==> src/rtl/vram_port_arbiter.sv <==
// Single-port VRAM arbiter: VGA reads first, then the screen-clear sequencer,
// then ports A/B served round-robin. The VRAM has a 1-cycle registered read.
module vram_port_arbiter #(
    parameter int ADDR_W = 12,
    parameter int DATA_W = 8,
    parameter logic [DATA_W-1:0] FILL = 'h20
) (
    input  logic              CLOCK_50,
    input  logic              RESET,
    input  logic              vga_req,
    input  logic [ADDR_W-1:0] vga_addr,
    output logic              vga_rvalid,
    input  logic              a_req,
    input  logic              b_req,
    input  logic              a_we,
    input  logic              b_we,
    input  logic [ADDR_W-1:0] a_addr,
    input  logic [ADDR_W-1:0] b_addr,
    input  logic [DATA_W-1:0] a_wdata,
    input  logic [DATA_W-1:0] b_wdata,
    output logic              a_gnt,
    output logic              b_gnt,
    output logic              a_rvalid,
    output logic              b_rvalid,
    output logic [DATA_W-1:0] rdata,
    input  logic              clr_start,
    output logic              clr_busy,
    output logic              clr_done,
    output logic [ADDR_W-1:0] ram_addr,
    output logic              ram_we,
    output logic [DATA_W-1:0] ram_wdata,
    input  logic [DATA_W-1:0] ram_rdata
);

    typedef enum logic {IDLE, CLEAR} clr_state_t;

    clr_state_t        state_reg, state_next;
    logic [ADDR_W-1:0] clr_addr_reg, clr_addr_next;
    logic              clr_done_reg, clr_done_next;
    logic              last_b_reg, last_b_next;  // 1 = port B was served last
    logic              vga_rvalid_reg;
    logic              clr_write;
    logic [1:0]        port_gnt;
    logic [1:0]        port_we;
    logic [1:0]        port_rvalid_reg;

    assign port_we  = {b_we, a_we};
    assign a_gnt    = port_gnt[0];
    assign b_gnt    = port_gnt[1];
    assign clr_busy = (state_reg == CLEAR);
    assign clr_done = clr_done_reg;
    assign rdata    = ram_rdata;

    always_comb begin
        state_next    = state_reg;
        clr_addr_next = clr_addr_reg;
        clr_done_next = 1'b0;
        last_b_next   = last_b_reg;
        clr_write     = 1'b0;
        port_gnt      = 2'b00;
        ram_addr      = '0;
        ram_we        = 1'b0;
        ram_wdata     = '0;

        if (vga_req) begin
            ram_addr = vga_addr;
        end else if (state_reg == CLEAR) begin
            clr_write = 1'b1;
            ram_addr  = clr_addr_reg;
            ram_we    = 1'b1;
            ram_wdata = FILL;
        end else begin
            // On a tie, serve whichever port did not go last.
            port_gnt[0] = a_req && (!b_req || last_b_reg);
            port_gnt[1] = b_req && (!a_req || !last_b_reg);
            if (port_gnt[0]) begin
                ram_addr    = a_addr;
                ram_we      = a_we;
                ram_wdata   = a_wdata;
                last_b_next = 1'b0;
            end else if (port_gnt[1]) begin
                ram_addr    = b_addr;
                ram_we      = b_we;
                ram_wdata   = b_wdata;
                last_b_next = 1'b1;
            end
        end

        case (state_reg)
            IDLE: begin
                if (clr_start) begin
                    state_next    = CLEAR;
                    clr_addr_next = '0;
                end
            end
            CLEAR: begin
                if (clr_write) begin
                    clr_addr_next = clr_addr_reg + 1'b1;
                    if (&clr_addr_reg) begin
                        state_next    = IDLE;
                        clr_done_next = 1'b1;
                    end
                end
            end
            default: state_next = IDLE;
        endcase
    end

    always_ff @(posedge CLOCK_50) begin
        if (RESET) begin
            state_reg      <= IDLE;
            clr_addr_reg   <= '0;
            clr_done_reg   <= 1'b0;
            last_b_reg     <= 1'b1;
            vga_rvalid_reg <= 1'b0;
        end else begin
            state_reg      <= state_next;
            clr_addr_reg   <= clr_addr_next;
            clr_done_reg   <= clr_done_next;
            last_b_reg     <= last_b_next;
            vga_rvalid_reg <= vga_req;
        end
    end

    // Read-data valid flags follow a read grant by exactly one cycle.
    for (genvar gi = 0; gi < 2; gi++) begin : g_port_rvalid
        always_ff @(posedge CLOCK_50) begin
            if (RESET) begin
                port_rvalid_reg[gi] <= 1'b0;
            end else begin
                port_rvalid_reg[gi] <= port_gnt[gi] & ~port_we[gi];
            end
        end
    end

    assign vga_rvalid = vga_rvalid_reg;
    assign a_rvalid   = port_rvalid_reg[0];
    assign b_rvalid   = port_rvalid_reg[1];

endmodule

==> config.mk <==
export PLATFORM = sky130hd
export DESIGN_NAME = vram_port_arbiter
export DESIGN_NICKNAME = d
export VERILOG_FILES = /design/src/rtl/vram_port_arbiter.sv
export SDC_FILE = /design/constraint.sdc
export NUM_CORES = 1
export LEC_CHECK = 0
export CAP_MARGIN = 40
export CORE_ASPECT_RATIO = 1.5
export CORE_UTILIZATION = 29
export CTS_BUF_LIST = sky130_fd_sc_hd__clkbuf_8 sky130_fd_sc_hd__clkbuf_16
export CTS_CLUSTER_DIAMETER = 80
export CTS_CLUSTER_SIZE = 8
export DETAILED_ROUTE_END_ITERATION = 8
export GPL_ROUTABILITY_DRIVEN = 0
export GPL_TIMING_DRIVEN = 0
export PLACE_DENSITY = 0.85
export SLEW_MARGIN = 30
export SYNTH_ARGS = -nofsm -noshare
export SYNTH_HDL_FRONTEND = slang
export SYNTH_SLANG_ARGS = --single-unit
==> constraint.sdc <==
create_clock -name CLOCK_50 -period 1.7 [get_ports CLOCK_50]
set_clock_uncertainty 0.15 [all_clocks]
set_input_delay 0.34 -clock CLOCK_50 [delete_from_list [all_inputs] [get_ports CLOCK_50]]
set_output_delay 0.34 -clock CLOCK_50 [all_outputs]
set_load 0.01 [all_outputs]
==> impl_metrics.yaml, run 1 <==
worst_setup_path:
  cp-end-kind: "output pin"
  start_kind: "flip-flop"
  cp_cell_sequence: "a21boi_4 -> nor3b_4 -> buf_6 -> buf_6 -> buf_6 -> buf_6 -> a221o_1 -> buf_2"
  cp_slowest_cell: "dfxtp_2"
  cp_data_required_time_ns: 1.21
  cp_max_fo: 3
  worstSetupPathType: "reg2out"
  arrival_ns: 1.73
  cpPeakStageDelay_ns: 0.36
  path_common_cell: "buf_6"
cts:
  numCtsBuffers: 3
  clock_path_buffers: 2
  htree_levels: 1
  cts_sinks: 18
  postCtsHoldBufs: 0
  tritoncts: "built"
  clockRootBuffer: "clkbuf_8"
  clock_latency_ns: 0.26
  clkTransAtPathRegs_ns: 0.07
pwr:
  power_mw: 1.28
  seq_power_share: 0.339
  p_clk_frac: 0.279
  switching_power_uw: 340
  leakagePower_nw: 1.09
  comb_power_share: 0.382
  p_int_uw: 936
  swShare: 0.267
  ir_drop_uv: 452
  power-per-cell-area_nw_per_um2: 476
drt:
  drtIter0Drc: 105
  vias_per_cell: 5.59
  drtAntennaViolNets: 0
  wirelength_um: 5730
  drt-pass1-iter-count: 4
  drcViolationCount: 0
  wl_per_cell_um: 16.9
  num_vias: 1894
job:
  max_cap_violations: 0
grt:
  grt_pass1_wl_um: 8740
  track_usage: 0.233
  antenna_found_initial: 0
  gr-total-overflow: 0
  grt_start_max_net_pins: 11
  first_global_vias: 1852
place:
  post-dp-hpwl_um: 3750
  portBuffers: 93
logic_synthesis:
  synthDominantCellAreaShare: 0.283
  synth_area_um2: 1270
  synth_top_area_cell: "dfxtp_1"
  ys_async_sr_fraction: 0
  synthFlopType: "dfxtp_1"
  yosysUniqueCellTypes: 41
  netlist_top_cells_count: "25 x nand2_1, 18 x dfxtp_1, 12 x a221o_1, 11 x nor2_1"
  ys_ff_latch: 18
  yosysMostFrequentCell: "nand2_1"
  seq_area_frac_synth: 0.283
  yosys_warnings: 0
  syn_inst: 165
  syn_nets: 234
  synth-edff-count: 0
  yosys-top-cells-area: "dfxtp_1 28%, a221o_1 9.4%, nand2_1 7.4%"
  syn_area_per_cell_um2: 7.73
timing:
  report.final.setup_viol: 24
  fmax_mhz: 451
  fin_crit_ns: 2.22
  rsz0062_at_grt: "yes"
  period_share: 1.30
  holdWs_ns: 0.338
  maxSlewViolCount: 0
  tightest_slew_ns: 0.480
  hold_viol: 0
  relSlewSlack: 0.680
  setup_ws_ns: -0.517
outcome:
  violations: "setup timing"
  status: "finished, violations left"
finish:
  n_fill_cell: 314
  drive_above_1_share: 0.358
  antenna_cells: 0
  largest_register_ffs: 12
  ff_latch_area_um2: 382
  multi_input_area_um2: 900
  fin_nets: 363
  area_growth_syn_to_layout_pct: 110
floorplan:
  die_height_um: 83.2
  dieArea_um2: 4670
  start_util: 0.303
  core-area_um2: 4210
  row_count: 29
  die_w_um: 56.1
  ios: 104
min_path:
  hold_class: "in2reg"
==> cell usage in the layout (no fill, tap or decap), types with 3 or more instances in the layout <==
cell type	synthesis	final
a22o_1	9	9
clkbuf_8	0	4
clkbuf_1	7	4
buf_6	1	21
dfxtp_4	0	4
a221o_1	12	12
dfxtp_1	18	9
a21oi_1	7	6
clkdlybuf4s50_1	0	67
buf_4	8	26
buf_2	4	22
o21ai_0	9	9
nor2_1	11	11
dfxtp_2	0	5
nand3_1	5	4
nand2_1	25	24
or3_1	3	3
==> area by class of cell <==
class / count / share of cell area
buffer: 16 / 0.0485
timing repair buffer: 128 / 0.429
tap: 46 / 0.0215
sequential: 18 / 0.142
clock buffer: 4 / 0.0205
multi-input combinational: 125 / 0.336
inverter: 2 / 0.00280
==> cell families (layout without fill, tap and decap cells) <==
group,Yosys count,after routing,share of synthesized area
buf+inv,22,150,0.0981
flops,18,18,0.283
fa+ha+maj,1,1,0.00981
simple gates,70,70,0.287
mux,1,1,0.00785
compound gates,53,53,0.315
==> metrics by stage <==
step,cells,utilization,TNS [ns],setup slack (ns),instance area [um^2]
floorplan,165,-,0,0.00326,1300
global placement,304,0.545,-26.47,-1.14,2290
detailed placement,304,0.545,-27.41,-1.19,2290
CTS,338,0.626,-7.98,-0.508,2630
global route,339,0.637,-11.35,-0.581,2680
finish,339,0.637,-9.56,-0.517,2680
==> path summary, 6_finish.rpt <==
kind                              endpoint  slack (ns)                     startpoint  depth (start not counted)
min           clr_addr_reg[1]$_SDFFE_PP0P_        0.34                          RESET                          2
max                            ram_addr[4]       -0.52        last_b_reg$_SDFFE_PP1P_                          8
min reg2reg  clr_addr_reg[10]$_SDFFE_PP0P_        0.34  clr_addr_reg[10]$_SDFFE_PP0P_                          2
max reg2reg  clr_addr_reg[11]$_SDFFE_PP0P_       -0.07   clr_addr_reg[7]$_SDFFE_PP0P_                          4
==> power by group through the flow <==
stage          Sequential (mW)  Combinational [mW]  Clock (mW)
6_report                 0.433               0.487       0.356
3_3_place_gp             0.444               0.425           0
2_1_floorplan            0.446               0.163           0
4_1_cts                  0.433               0.477       0.361
5_1_grt                  0.433               0.517       0.374
3_5_place_dp             0.445               0.429           0
==> critical path, delay by kind of cell, from the launching register on <==
kind	cells	cell delay [ns]
compound gates	2	0.36
buf+inv	5	0.59
flops	1	0.36
simple gates	1	0.16
==> metal layers <==
metal  wire length, um  track usage  up-vias  share of wire
li1                  -            -      876              -
met1              2010        0.236      883           0.35
met2              3090        0.444      117           0.54
met3               465       0.0514       18          0.081
met4               162       0.0998        0          0.028
met5                 0            0        -              0
==> what timing repair did <==
item                       4_1_cts  5_1_grt
buffers inserted                28        6
gates cloned                     2        0
resized for setup              150       13
setup endpoints to repair       31       32
pin swaps                       23        8
(Power assumes the default switching activity.)
==> run 2: changes to the inputs <==
Settings changed: CORE_UTILIZATION 29 to 33, MAX_ROUTING_LAYER from default to met4, PLACE_DENSITY 0.85 to 0.9, REMOVE_ABC_BUFFERS from default to 1.
Clock period 1.7 ns to 2.35 ns, I/O delays scaled along.
==> run 2 against run 1 <==
Against the previous run:
- the flow still finishes with violations (setup timing)
- routed wire length is 2.9% lower
- core utilization is 2.2 points lower
- flip-flop and latch count stayed put
- design area is 16% lower
- total power is 35% lower
- cell count is 12% lower
- clock power is 38% lower
- sequential power is 26% lower
- critical path type unchanged
- highest routed layer unchanged
==> impl_metrics.yaml, run 2 (synthesized netlist as in run 1, its figures left out) <==
outcome:
  status: "finished, violations left"
  violations: "setup timing"
worst_setup_path:
  rrSetupSlack_ns: 0.45
  cp-end-kind: "output pin"
  worstSetupPathType: "reg2out"
  cpPeakStageDelay_ns: 0.34
  arrival_ns: 1.73
  path_delay_family: "buffers and inverters"
  crit_cells: 6
  r2r_end: "clr_addr_reg[7]$_SDFFE_PP0P_"
  start_kind: "flip-flop"
  reg2reg_from: "clr_busy$_SDFF_PP0_"
  path_buf_inv: 3
  cp_data_required_time_ns: 1.73
  r2r_cells: 4
  cp_cell_sequence: "a21boi_4 -> nor3b_4 -> buf_4 -> buf_6 -> a221o_1 -> clkbuf_2"
  timing.critical_path.from: "last_b_reg$_SDFFE_PP1P_"
  cp_max_fo: 5
  cp_slowest_cell: "dfxtp_2"
  endpoint: "ram_addr[5]"
cts:
  clock_path_buffers: 2
  clockRootBuffer: "clkbuf_8"
  clock_latency_ns: 0.26
  postCtsHoldBufs: 0
  clkTransAtPathRegs_ns: 0.07
  tritoncts: "built"
  htree_levels: 1
  cts_sinks: 18
  numCtsBuffers: 3
drt:
  drtIter0Drc: 80
  wirelength_um: 5560
  drtAntennaViolNets: 0
  vias_per_cell: 5.85
  drcViolationCount: 0
  wl_per_cell_um: 18.7
  num_vias: 1738
  drt-pass1-iter-count: 4
floorplan:
  core-area_um2: 3680
  dieArea_um2: 4120
  die_w_um: 52.8
  row_count: 27
  start_util: 0.346
  ios: 104
  die_height_um: 78.1
pwr:
  ir_drop_uv: 244
  power-per-cell-area_nw_per_um2: 368
  leakagePower_nw: 0.922
  power_uw: 833
finish:
  drive_above_1_share: 0.213
  area_growth_syn_to_layout_pct: 77.5
  layout.cells.non_filler: 297
  fin_nets: 325
  n_fill_cell: 289
  final_common_cell: "clkdlybuf4s50_1"
  largest_register_ffs: 12
  final_cell_mix: "61 x clkdlybuf4s50_1, 25 x nand2_1, 16 x dfxtp_1"
  antenna_cells: 0
place:
  portBuffers: 87
  dp_slack_ns: -1.42
  dp_cells: 277
  post-dp-hpwl_um: 3230
timing:
  setup_ws_ns: -0.00440
  holdWs_ns: 0.335
  rsz0062_at_grt: "yes"
  period_share: 1.00
  fmax_mhz: 425
  final.setup.tns_ns: -0.00440
  fin_crit_ns: 2.35
  hold_viol: 0
  relSlewSlack: 0.495
  report.final.setup_viol: 1
  tightest_slew_ns: 0.755
  maxSlewViolCount: 0
grt:
  first_global_vias: 1700
  track_usage: 0.270
  grt_start_max_net_pins: 27
  antenna_found_initial: 0
  grt_pass1_wl_um: 8040
  gr-total-overflow: 0
min_path:
  hold_class: "reg2reg"
job:
  max_cap_violations: 0
==> run 2: what timing repair did <==
| action | CTS | global route |
|---|---|---|
| pin swaps | 2 | 1 |
| gates cloned | 4 | 0 |
| buffers inserted | 12 | 3 |
| resized for setup | 90 | 17 |
| endpoints found under the setup margin | 39 | 20 |
==> run 2: tightest hold or removal path: stages, from the launching register on <==
cell	delay [ns]
dfxtp_1	0.33
nand2_1	0.06
a21oi_1	0.05
==> run 2: power breakdown <==
group          switching (mW)  total [mW]  internal [mW]  leakage, nW
Combinational           0.117       0.293          0.176        0.755
Sequential             0.0107       0.321          0.310        0.146
Clock                   0.105       0.219          0.114       0.0216
==> run 2: metal layers <==
| layer | track usage | wire (um) | share of wire | up-vias |
|---|---|---|---|---|
| met5 | - | 0 | 0 | - |
| met4 | 0.153 | 247 | 0.044 | 0 |
| met3 | 0.0736 | 493 | 0.089 | 21 |
| met2 | 0.482 | 2890 | 0.52 | 112 |
| met1 | 0.243 | 1930 | 0.35 | 808 |
| li1 | - | - | - | 797 |
==> run 2: per-stage QoR <==
stage	cell area [um^2]	util
floorplan	1160	-
global placement	2080	0.565
detailed placement	2110	0.572
CTS	2290	0.622
global route	2260	0.615
finish	2260	0.615
==> run 2: how the worst min path moves through the flow <==
stage | startpoint | end | slack, ns | cells past startpoint
after global placement | clr_addr_reg[9]$_SDFFE_PP0P_ | clr_addr_reg[9]$_SDFFE_PP0P_ | 0.32 | 2
after global routing | clr_addr_reg[9]$_SDFFE_PP0P_ | clr_addr_reg[9]$_SDFFE_PP0P_ | 0.36 | 2
final | clr_addr_reg[9]$_SDFFE_PP0P_ | clr_addr_reg[9]$_SDFFE_PP0P_ | 0.33 | 2
after detailed placement | clr_addr_reg[9]$_SDFFE_PP0P_ | clr_addr_reg[9]$_SDFFE_PP0P_ | 0.33 | 2
after floorplan | clr_addr_reg[10]$_SDFFE_PP0P_ | clr_addr_reg[10]$_SDFFE_PP0P_ | 0.30 | 2
after CTS | clr_addr_reg[9]$_SDFFE_PP0P_ | clr_addr_reg[9]$_SDFFE_PP0P_ | 0.34 | 2
==> run 2: final cells by class <==
class | instances | area [um^2] | area share
inverter | 2 | 7.51 | 0.00332
tap | 43 | 53.8 | 0.0238
clock buffer | 3 | 41.3 | 0.0182
timing repair buffer | 106 | 947 | 0.418
multi-input combinational | 125 | 848 | 0.375
sequential | 18 | 365 | 0.161
